## src/rtl/w5300_bus_arbiter_pkg.sv

```systemverilog
// Shared constants, W5300 register map and FSM state type for the W5300 bus arbiter.
// caddr is {invalid, read, address[9:0]}; the helper builds an active access word.
package w5300_bus_arbiter_pkg;

  localparam int CADDR_INVALID_BIT = 11;
  localparam int CADDR_RD_BIT      = 10;

  localparam logic [11:0] CADDR_IDLE = 12'h800;

  // W5300 register addresses (10-bit word-aligned offsets)
  localparam logic [9:0] W5300_MR     = 10'h000;
  localparam logic [9:0] W5300_IR     = 10'h002;
  localparam logic [9:0] W5300_IMR    = 10'h004;
  localparam logic [9:0] W5300_IDR    = 10'h0FE;
  localparam logic [9:0] W5300_S0_MR  = 10'h200;
  localparam logic [9:0] W5300_S0_CR  = 10'h202;
  localparam logic [9:0] W5300_S0_IR  = 10'h206;
  localparam logic [9:0] W5300_S0_SSR = 10'h208;

  localparam logic [15:0] W5300_IR_S0_MASK = 16'h0001;
  localparam logic [15:0] W5300_SN_IR_RECV = 16'h0004;

  localparam logic [7:0] SN_CR_OPEN    = 8'h01;
  localparam logic [7:0] SN_CR_LISTEN  = 8'h02;
  localparam logic [7:0] SN_CR_CONNECT = 8'h04;
  localparam logic [7:0] SN_CR_DISCON  = 8'h08;
  localparam logic [7:0] SN_CR_CLOSE   = 8'h10;
  localparam logic [7:0] SN_CR_SEND    = 8'h20;
  localparam logic [7:0] SN_CR_RECV    = 8'h40;

  typedef enum logic [1:0] {
    S_IDLE  = 2'd0,
    S_ISSUE = 2'd1,
    S_DONE  = 2'd2
  } arb_state_t;

  function automatic logic [11:0] make_caddr(input logic rd, input logic [9:0] addr);
    logic [11:0] c;
    c                    = '0;
    c[CADDR_INVALID_BIT] = 1'b0;
    c[CADDR_RD_BIT]      = rd;
    c[9:0]               = addr;
    return c;
  endfunction

endpackage

```

## src/rtl/w5300_bus_arbiter_rr_pick.sv

```systemverilog
// Combinational round-robin picker: first asserted request scanning upward from last+1
// with wrap, so the previous winner has the lowest priority.
module w5300_bus_arbiter_rr_pick #(
  parameter int NUM_REQ = 4
) (
  input  logic [NUM_REQ-1:0] req,
  input  logic [2:0]         last,
  output logic [2:0]         winner,
  output logic               any
);

  logic [7:0] req_ext;
  logic [2:0] idx;

  always_comb begin
    req_ext = 8'(req);
    winner  = last;
    any     = 1'b0;
    idx     = '0;
    for (int k = 1; k <= NUM_REQ; k++) begin
      idx = 3'((int'(last) + k) % NUM_REQ);
      if (!any && req_ext[idx]) begin
        winner = idx;
        any    = 1'b1;
      end
    end
  end

endmodule

```

## src/rtl/w5300_bus_arbiter.sv

```systemverilog
// Round-robin arbiter sharing the W5300 parallel-interface port among NUM_REQ requesters,
// with optional lock for atomic sequences and a per-access timeout.
module w5300_bus_arbiter
  import w5300_bus_arbiter_pkg::*;
#(
  parameter int NUM_REQ     = 4,
  parameter int TIMEOUT_CYC = 200
) (
  input  logic                  clk,
  input  logic                  rst_n,
  input  logic [NUM_REQ-1:0]    req_valid,
  input  logic [NUM_REQ-1:0]    req_rd,
  input  logic [NUM_REQ-1:0]    req_lock,
  input  logic [NUM_REQ*10-1:0] req_addr,
  input  logic [NUM_REQ*16-1:0] req_wdata,
  output logic [NUM_REQ-1:0]    ack,
  output logic [15:0]           ack_rdata,
  output logic                  ack_err,
  output logic [2:0]            gnt_id,
  output logic                  busy,
  output logic                  bus_err,
  output logic [11:0]           caddr,
  output logic [15:0]           wr_data,
  input  logic [15:0]           rd_data,
  input  logic                  op_status
);

  localparam int CNT_W = $clog2(TIMEOUT_CYC + 1);

  arb_state_t state_q, state_d;
  logic [2:0]         gnt_q, gnt_d;
  logic               lock_q, lock_d;
  logic               rd_q, rd_d;
  logic [9:0]         addr_q, addr_d;
  logic [15:0]        wdata_q, wdata_d;
  logic [CNT_W-1:0]   cnt_q, cnt_d;
  logic [11:0]        caddr_q, caddr_d;
  logic [15:0]        wr_data_q, wr_data_d;
  logic [NUM_REQ-1:0] ack_q, ack_d;
  logic [15:0]        ack_rdata_q, ack_rdata_d;
  logic               ack_err_q, ack_err_d;
  logic               busy_q, busy_d;
  logic               bus_err_q, bus_err_d;

  logic [7:0]  valid_ext, rd_ext, lock_ext;
  logic [9:0]  addr_arr  [8];
  logic [15:0] wdata_arr [8];
  logic [2:0]  rr_winner, sel;
  logic        rr_any, lock_hold, do_grant;

  // Widen per-requester fields to 8 entries so a 3-bit index always selects exactly.
  always_comb begin
    valid_ext = 8'(req_valid);
    rd_ext    = 8'(req_rd);
    lock_ext  = 8'(req_lock);
    for (int i = 0; i < 8; i++) begin
      addr_arr[i]  = '0;
      wdata_arr[i] = '0;
    end
    for (int i = 0; i < NUM_REQ; i++) begin
      addr_arr[i]  = req_addr[10*i +: 10];
      wdata_arr[i] = req_wdata[16*i +: 16];
    end
  end

  w5300_bus_arbiter_rr_pick #(.NUM_REQ(NUM_REQ)) u_rr_pick (
    .req    (req_valid),
    .last   (gnt_q),
    .winner (rr_winner),
    .any    (rr_any)
  );

  // A held lock overrides round-robin only while its owner keeps requesting.
  always_comb begin
    lock_hold = lock_q && valid_ext[gnt_q];
    sel       = lock_hold ? gnt_q : rr_winner;
    do_grant  = lock_hold || rr_any;
  end

  always_comb begin
    state_d     = state_q;
    gnt_d       = gnt_q;
    lock_d      = lock_q;
    rd_d        = rd_q;
    addr_d      = addr_q;
    wdata_d     = wdata_q;
    cnt_d       = cnt_q;
    caddr_d     = caddr_q;
    wr_data_d   = wr_data_q;
    ack_d       = '0;
    ack_rdata_d = ack_rdata_q;
    ack_err_d   = ack_err_q;
    busy_d      = busy_q;
    bus_err_d   = bus_err_q;

    unique case (state_q)
      S_IDLE: begin
        caddr_d = CADDR_IDLE;
        if (!lock_hold) lock_d = 1'b0;
        if (do_grant) begin
          gnt_d     = sel;
          rd_d      = rd_ext[sel];
          addr_d    = addr_arr[sel];
          wdata_d   = wdata_arr[sel];
          lock_d    = lock_ext[sel];
          caddr_d   = make_caddr(rd_ext[sel], addr_arr[sel]);
          wr_data_d = wdata_arr[sel];
          cnt_d     = '0;
          busy_d    = 1'b1;
          state_d   = S_ISSUE;
        end
      end

      // op_status is checked before the timeout so a completion in the last cycle is not an error.
      S_ISSUE: begin
        caddr_d   = make_caddr(rd_q, addr_q);
        wr_data_d = wdata_q;
        cnt_d     = cnt_q + CNT_W'(1);
        if (op_status) begin
          ack_rdata_d = rd_data;
          ack_err_d   = 1'b0;
          ack_d       = NUM_REQ'(1) << gnt_q;
          caddr_d     = CADDR_IDLE;
          state_d     = S_DONE;
        end else if (cnt_q == CNT_W'(TIMEOUT_CYC - 1)) begin
          ack_rdata_d = 16'h0000;
          ack_err_d   = 1'b1;
          bus_err_d   = 1'b1;
          ack_d       = NUM_REQ'(1) << gnt_q;
          caddr_d     = CADDR_IDLE;
          state_d     = S_DONE;
        end
      end

      S_DONE: begin
        caddr_d = CADDR_IDLE;
        cnt_d   = '0;
        busy_d  = 1'b0;
        state_d = S_IDLE;
      end

      default: begin
        caddr_d = CADDR_IDLE;
        busy_d  = 1'b0;
        state_d = S_IDLE;
      end
    endcase
  end

  always_ff @(posedge clk or negedge rst_n) begin
    if (!rst_n) begin
      state_q     <= S_IDLE;
      gnt_q       <= 3'(NUM_REQ - 1);
      lock_q      <= 1'b0;
      rd_q        <= 1'b0;
      addr_q      <= '0;
      wdata_q     <= '0;
      cnt_q       <= '0;
      caddr_q     <= CADDR_IDLE;
      wr_data_q   <= '0;
      ack_q       <= '0;
      ack_rdata_q <= '0;
      ack_err_q   <= 1'b0;
      busy_q      <= 1'b0;
      bus_err_q   <= 1'b0;
    end else begin
      state_q     <= state_d;
      gnt_q       <= gnt_d;
      lock_q      <= lock_d;
      rd_q        <= rd_d;
      addr_q      <= addr_d;
      wdata_q     <= wdata_d;
      cnt_q       <= cnt_d;
      caddr_q     <= caddr_d;
      wr_data_q   <= wr_data_d;
      ack_q       <= ack_d;
      ack_rdata_q <= ack_rdata_d;
      ack_err_q   <= ack_err_d;
      busy_q      <= busy_d;
      bus_err_q   <= bus_err_d;
    end
  end

  assign ack       = ack_q;
  assign ack_rdata = ack_rdata_q;
  assign ack_err   = ack_err_q;
  assign gnt_id    = gnt_q;
  assign busy      = busy_q;
  assign bus_err   = bus_err_q;
  assign caddr     = caddr_q;
  assign wr_data   = wr_data_q;

endmodule

```

## config.mk

```make
export PLATFORM = sky130hd
export DESIGN_NAME = w5300_bus_arbiter
export DESIGN_NICKNAME = d
export VERILOG_FILES = /design/src/rtl/w5300_bus_arbiter_pkg.sv /design/src/rtl/w5300_bus_arbiter_rr_pick.sv /design/src/rtl/w5300_bus_arbiter.sv
export SDC_FILE = /design/constraint.sdc
export NUM_CORES = 1
export LEC_CHECK = 0
export CAP_MARGIN = 10
export CORE_MARGIN = 4
export CORE_UTILIZATION = 35
export DETAILED_ROUTE_END_ITERATION = 10
export PLACE_DENSITY_LB_ADDON = 0.2
export SYNTH_ARGS = -nofsm -noshare
export SYNTH_HDL_FRONTEND = slang
export SYNTH_HIERARCHICAL = 1
export SYNTH_SLANG_ARGS = --single-unit
```

## constraint.sdc

```tcl
create_clock -name clk -period 2.5 [get_ports clk]
set_input_delay 0.25 -clock clk [delete_from_list [all_inputs] [get_ports clk]]
set_output_delay 0.25 -clock clk [all_outputs]
set_load 0.005 [all_outputs]
```

# [Word level (Yosys, flattened, before mapping)]
# Cells that the tools add are included.
[totals] ff_bits=92 inputBits=135 word_cells=116
[op_classes] add_sub_neg=5 n_lt_le_gt_ge=7 n_eq_ne=6 n_shift=1 muxes=52 bitwise_logic=7 n_reduce_logical=24
[ops] op="16-bit two-way mux" count=5
[ops] op="16-bit binary-select mux with 3-bit select" count=1
[ops] op="12-bit two-way mux" count=3
[ops] op="16-bit one-hot mux with 2 select lines" count=1
[ops] op="10-bit binary-select mux with 3-bit select" count=1
[ops] op="3-bit by 4-bit less-than comparator with 1-bit output (second input constant)" count=6
[ops] op="12-bit one-hot mux with 2 select lines" count=1
[ops] op="8-bit one-hot mux with 3 select lines" count=1
[ops] op="1-bit binary-select mux with 3-bit select" count=7
[ops] op="10-bit two-way mux" count=2
[ops] op="1-bit two-way mux" count=16
[ops] op="3-bit two-way mux" count=5
[ops] op="2-bit AND reduction" count=7
[ops] op="4-bit two-way mux" count=3
[ops] op="8-bit by 1-bit adder with 8-bit output (second input constant)" count=1
[ops] op="8-bit equality test (second input constant)" count=1
[ops] op="8-bit two-way mux" count=1
[ops] op="2-bit OR reduction" count=4
[ops] op="2-bit two-way mux" count=3
[ops] op="2-bit by 1-bit adder with 2-bit output (second input constant)" count=2
[ops] op="2-bit adder (second input constant)" count=2
[ops] op="1-bit AND (first input constant)" count=4
[ops] op="4-bit greater-or-equal comparator (second input constant)" count=1
[ops] op="1-bit logical AND" count=4
[ops] op="other kinds (16)" count=20

# [Logic depth before layout (Yosys ltp)]
[logic_depth] word_depth=22 mapped_depth=9

# [Cells and area by module]
# Netlist, hierarchy kept.
[modules_own_cells] module="w5300_bus_arbiter" instances=1 cells_each=383 area_each_um2=4381.7
[modules_own_cells] module="w5300_bus_arbiter_rr_pick" instances=1 cells_each=17 area_each_um2=92.6

# [Least setup slack after synthesis]
# Ideal clock, no wire load.
[synth_path] path_kind="register to register" start="reg gnt_q[0] (netlist: gnt_id[0])" end="reg lock_q" setup_ps=121 t_arrival_ps=2158 t_required_ps=2379 slack_ps=221 path_stages_with_launch=7 path_buffers=1 synth_period_minus_slack_ps=2279 cell_sequence="dfstp_2 > buf_2 > mux2i_1 > o22ai_4 > mux2i_1 > mux4_2 > a22o_1"
[synth_via] elab_chain_len=19 elab_cells_between_ends=44
[synth_rtl] item="start, declared" line_no="w5300_bus_arbiter.sv:31" source="logic [2:0] gnt_q, gnt_d;"
[synth_rtl] item="start signal, assigned" line_no="w5300_bus_arbiter.sv:153" source="gnt_q <= 3'(NUM_REQ - 1);"
[synth_rtl] item="start signal, assigned" line_no="w5300_bus_arbiter.sv:168" source="gnt_q <= gnt_d;"
[synth_rtl] item="2-bit by 1-bit adder with 2-bit output" line_no="w5300_bus_arbiter_rr_pick.sv:21" source="idx = 3'((int'(last) + k) % NUM_REQ);"
[synth_rtl] item="2-bit OR reduction (no source line)"
[synth_rtl] item="1-bit AND (no source line)"
[synth_rtl] item="1-bit binary-select mux with 3-bit select" line_no="w5300_bus_arbiter_rr_pick.sv:22" source="if (!any && req_ext[idx]) begin"
[synth_rtl] item="1-bit two-way mux (not written as such)" line_no="w5300_bus_arbiter_rr_pick.sv:22"
[synth_rtl] item="1-bit two-way mux" line_no="w5300_bus_arbiter_rr_pick.sv:22"
[synth_rtl] item="1-bit zero test" line_no="w5300_bus_arbiter_rr_pick.sv:22"
[synth_rtl] item="1-bit logical AND" line_no="w5300_bus_arbiter_rr_pick.sv:22"
[synth_rtl] item="[... 3 more ...]"
[synth_rtl] item="1-bit two-way mux" line_no="w5300_bus_arbiter_rr_pick.sv:22"
[synth_rtl] item="1-bit zero test" line_no="w5300_bus_arbiter_rr_pick.sv:22"
[synth_rtl] item="1-bit logical AND" line_no="w5300_bus_arbiter_rr_pick.sv:22"
[synth_rtl] item="3-bit two-way mux" line_no="w5300_bus_arbiter_rr_pick.sv:22"
[synth_rtl] item="3-bit two-way mux" line_no="w5300_bus_arbiter.sv:76" source="sel = lock_hold ? gnt_q : rr_winner;"
[synth_rtl] item="1-bit binary-select mux with 3-bit select" line_no="w5300_bus_arbiter.sv:105" source="lock_d = lock_ext[sel];"
[synth_rtl] item="1-bit two-way mux (not written as such)" line_no="w5300_bus_arbiter.sv:105"
[synth_rtl] item="1-bit two-way mux" line_no="w5300_bus_arbiter.sv:100" source="if (do_grant) begin"
[synth_rtl] item="end signal, assigned" line_no="w5300_bus_arbiter.sv:169" source="lock_q <= lock_d;"
[synth_rtl] item="end, declared" line_no="w5300_bus_arbiter.sv:32" source="logic lock_q, lock_d;"
# Parallel ways exist; a longest one is shown, timed or not. The select of a mux whose other input is x is not followed.
# A chain may end at the register's enable or synchronous reset.

# [Worst setup path in the final report]
[layout_path] start="reg gnt_q[1] (netlist: gnt_id[1])" end="reg lock_q"
[layout_via] elab_chain_len=19 elab_cells_between_ends=44
[layout_rtl] item="2-bit by 1-bit adder with 2-bit output" line_no="w5300_bus_arbiter_rr_pick.sv:21"
[layout_rtl] item="2-bit OR reduction (no source line)"
[layout_rtl] item="1-bit AND (no source line)"
[layout_rtl] item="1-bit binary-select mux with 3-bit select" line_no="w5300_bus_arbiter_rr_pick.sv:22"
[layout_rtl] item="1-bit two-way mux (not written as such)" line_no="w5300_bus_arbiter_rr_pick.sv:22"
[layout_rtl] item="1-bit two-way mux" line_no="w5300_bus_arbiter_rr_pick.sv:22"
[layout_rtl] item="1-bit zero test" line_no="w5300_bus_arbiter_rr_pick.sv:22"
[layout_rtl] item="1-bit logical AND" line_no="w5300_bus_arbiter_rr_pick.sv:22"
[layout_rtl] item="[... 4 more ...]"
[layout_rtl] item="1-bit zero test" line_no="w5300_bus_arbiter_rr_pick.sv:22"
[layout_rtl] item="1-bit logical AND" line_no="w5300_bus_arbiter_rr_pick.sv:22"
[layout_rtl] item="3-bit two-way mux *" line_no="w5300_bus_arbiter_rr_pick.sv:22"
[layout_rtl] item="net rr_winner[0]" line_no="w5300_bus_arbiter.sv:48" source="logic [2:0] rr_winner, sel;"
[layout_rtl] item="3-bit two-way mux *" line_no="w5300_bus_arbiter.sv:76"
[layout_rtl] item="1-bit binary-select mux with 3-bit select *" line_no="w5300_bus_arbiter.sv:105"
[layout_rtl] item="1-bit two-way mux (not written as such) *" line_no="w5300_bus_arbiter.sv:105"
[layout_rtl] item="1-bit two-way mux *" line_no="w5300_bus_arbiter.sv:100"
# Mark *: on every way through the listed nets, which the timed path passes. The rest lies on a longest branch. The select of a mux whose other input is x is not followed.

==> reports/results.tsv <==
stage	metric	value	unit
worst_setup_path	crit-path max FO	14	
die	Die Span X	121.1	um
placed_design	gpl congestion	0.7616	
synthesis	share of synthesized registers carrying an async set or reset	100.0	%
die	Initial Util	35.60	%
worst_setup_path	kind of critical path	reg2reg	
drt	DR DRC count	0	
die	core area	0.01257	sq mm
die	Top Ports	189	
flow_run	Max Cap Violations	0	
synthesis	post-synthesis sequential area ratio	51.54	%
clock_tree	CTS tree	built	
placed_design	HPWL Detailed	9779	um
power_and_ir_drop	Clock power frac	17.5	%
drt	vias after detailed routing	4135	
synthesis	Synth Register Bits	92	
clock_tree	CTS clk-pin slew, worst paths	0.07	ns
grt	grt ovf	0	
power_and_ir_drop	Flop pwr share	30.7	%
sta	Least-Margin Pin Slew	0.6032	ns
cells_and_area	Finished Core Util	56.14	%
grt	first-pass GRT wire length	21790	um
synthesis	dominant cells by area after synthesis	dfrtp_1, mux2i_1, o221ai_1	
cells_and_area	Nets	730	
synthesis	EDFF count, synth	0	
drt	drt first pass iters	4	
synthesis	Syn Nets	536	
synthesis	Yosys warnings	6	
drt	antenna viol nets, final	0	
synthesis	most common cell in the synthesized netlist	dfrtp_1	
sta	fmax	431.8	MHz
worst_setup_path	crit path DAT	2.55	ns
cells_and_area	Final Non-Filler Cells	770	
clock_tree	Clock Path Buffers	2	
power_and_ir_drop	Power, Total	8.278	mW
sta	endpoints failing hold	0	
cells_and_area	Synth-to-Final Area Change	57.69	%
min_path	Hold WC Path Type	in2async	
cells_and_area	# fillers	1083	
sta	post-route setup TNS	0	ns
die	Die Ht	121.1	um
drt	Routed WL per cell	17.64	um
cells_and_area	Diodes inserted	0	
sta	clock skew	0.007624	ns
sta	Tcrit/Tclk final	92.64	%
sta	Slew headroom	59.79	%
sta	post-layout min period	2.316	ns
synthesis	dominant synthesized flop cell	dfrtp_1	
synthesis	cell taking the most area after synthesis	dfrtp_1	
synthesis	Distinct cells, synth	41	
synthesis	Syn Inst Count	400	
grt	GRT Resource Usage Total	18.75	%
worst_setup_path	Setup crit start kind	flip-flop	
clock_tree	Num CTS Buffers	9	
sta	max-slew violations	0	
power_and_ir_drop	switching share of total power	36.16	%
run_status	outcome	finished clean	
synthesis	syn avg cell area	11.19	sq um
clock_tree	H-Tree Depth	3	
worst_setup_path	Worst EP required	2.73	ns
grt	vias in the first global route	4367	
drt	vias per std cell	5.370	
power_and_ir_drop	Pint	5.285	mW
worst_setup_path	Worst Setup End Kind	flip-flop	
power_and_ir_drop	P_leak	3.015	nW
drt	1st-iter DRT viols	195	
sta	RSZ-0062 raised after global routing	false	
clock_tree	Worst-Skew Late Latency	0.34	ns
power_and_ir_drop	P per Cell Area	1173	mW/mm^2
placed_design	Port Buffer Count	188	
clock_tree	Root Buffer	clkbuf_16	
power_and_ir_drop	Comb pwr share	51.8	%
synthesis	area share of the largest cell type after synthesis	49.78	%
grt	largest net degree at the start of global routing	85	
die	row count	41	
clock_tree	clock sink count	92	
synthesis	synthesized area	0.004474	sq mm
die	die area	0.01466	sq mm
synthesis	list of most frequent post-synthesis cells	dfrtp_1, mux2i_1, o221ai_1, nand2_1, a22o_1	
drt	total length of routed wires	13580	um
power_and_ir_drop	VDD IR max	0.4432	mV
placed_design	dpl cells	751	
power_and_ir_drop	Switch Pwr	2.994	mW
cells_and_area	share of cells above drive strength 1	9.030	%
sta	Final Setup Violations	0	
grt	initial antenna violation count	0	
## sequential cells by signal, summed over array words and instances, names as in the netlist, 2 cells and up
signal / count
caddr: 12
wdata_q: 16
ack: 4
cnt_q: 8
ack_rdata: 16
wr_data: 16
addr_q: 10
state_q: 2
gnt_id: 3
## power by group through the flow
stage / Sequential (mW) / Combinational (mW) / Clock (mW)
finish: 2.54 / 4.29 / 1.45
global route: 2.61 / 4.68 / 1.56
CTS: 2.53 / 4.30 / 1.49
detailed placement: 2.54 / 4.30 / 0
global placement: 2.52 / 4.17 / 0
floorplan: 2.51 / 2.38 / 0
## kinds of logic (layout without fill, tap and decap cells)
logic type | count (synthesis) | in the layout | share of synthesized area [%]
compound gates | 121 | 121 | 21.39
flops | 92 | 92 | 51.54
simple gates | 86 | 86 | 8.837
mux | 61 | 61 | 13.95
buf+inv | 38 | 236 | 3.803
fa+ha+maj | 1 | 1 | 0.2796
xor+xnor | 1 | 1 | 0.1958
## per-layer routing
| layer | track usage, % | vias to the layer above | wire [um] |
|---|---|---|---|
| li1 | - | 1929 | - |
| met3 | 4.242 | 16 | 520 |
| met2 | 33.83 | 125 | 7365 |
| met4 | 7.507 | 0 | 240 |
| met1 | 21.37 | 2065 | 5455 |
| met5 | 0 | - | 0 |
## final timing paths
kind                       startpoint             to  slack, ns  cells after the start
max                         gnt_id[1]         lock_q       0.18                      6
min                             rst_n  ack_rdata[15]       0.27                      2
max reg2reg                 gnt_id[1]         lock_q       0.18                      6
min reg2reg                   bus_err        bus_err       0.47                      1
max in group asynchronous       rst_n      caddr[11]       1.52                      3
min in group clk              bus_err        bus_err       0.47                      1
## area by class of cell
class	instances	area [sq um]	area share [%]
Clock buffer	9	225.2	3.192
Tap cell	172	215.2	3.050
Inverter	9	33.78	0.4788
Clock inverter	6	90.09	1.277
Sequential cell	92	2306	32.68
Timing Repair Buffer	212	2150	30.47
Multi-Input combinational cell	270	2036	28.85
## placed cells by master (no fill, tap or decap), drive strengths merged, types with 2 or more instances in the layout
cell | synthesis | final
bufinv | 0 | 2
dfrtp | 89 | 89
o22ai | 2 | 2
dfstp | 3 | 3
clkbuf | 15 | 9
nor3 | 3 | 3
clkdlybuf4s50 | 0 | 187
a21oi | 4 | 4
nand2 | 50 | 50
nor2b | 3 | 3
nor2 | 11 | 11
o21ai | 18 | 18
buf | 14 | 24
nand2b | 2 | 2
inv | 9 | 9
clkinv | 0 | 3
nor4b | 2 | 2
o221ai | 54 | 54
a22oi | 16 | 16
o31ai | 2 | 2
mux2i | 59 | 59
a31oi | 5 | 5
a22o | 18 | 18
nand4 | 3 | 3
and3 | 3 | 3
## worst max-delay path, stage by stage (launching register included)
cell and delay [ns]:
dfstp_2 0.66, mux2i_1 0.22, nor2_1 0.05, a221o_1 0.30, mux2i_1 0.23, mux4_2 0.53
a22o_1 0.20
## metrics by stage
step	worst slack, ns	cell area (sq um)	hold slack [ns]
after detailed placement	0.03579	6704	0.08634
after floorplan	0.2208	4474	-0.04559
after global placement	0.1133	6704	0.08277
after global routing	0.05978	7056	0.2644
final	0.1840	7056	0.2721
after CTS	0.1532	7029	0.2521
## timing repair
item | in CTS | in global routing
hold buffers | 1 | 0
setup buffers | 0 | 3
endpoints found under the setup margin | 0 | 2
endpoints found under the hold margin | 8 | 0
resized for setup | 0 | 1
No activity file was read; power rests on OpenSTA's default activity.
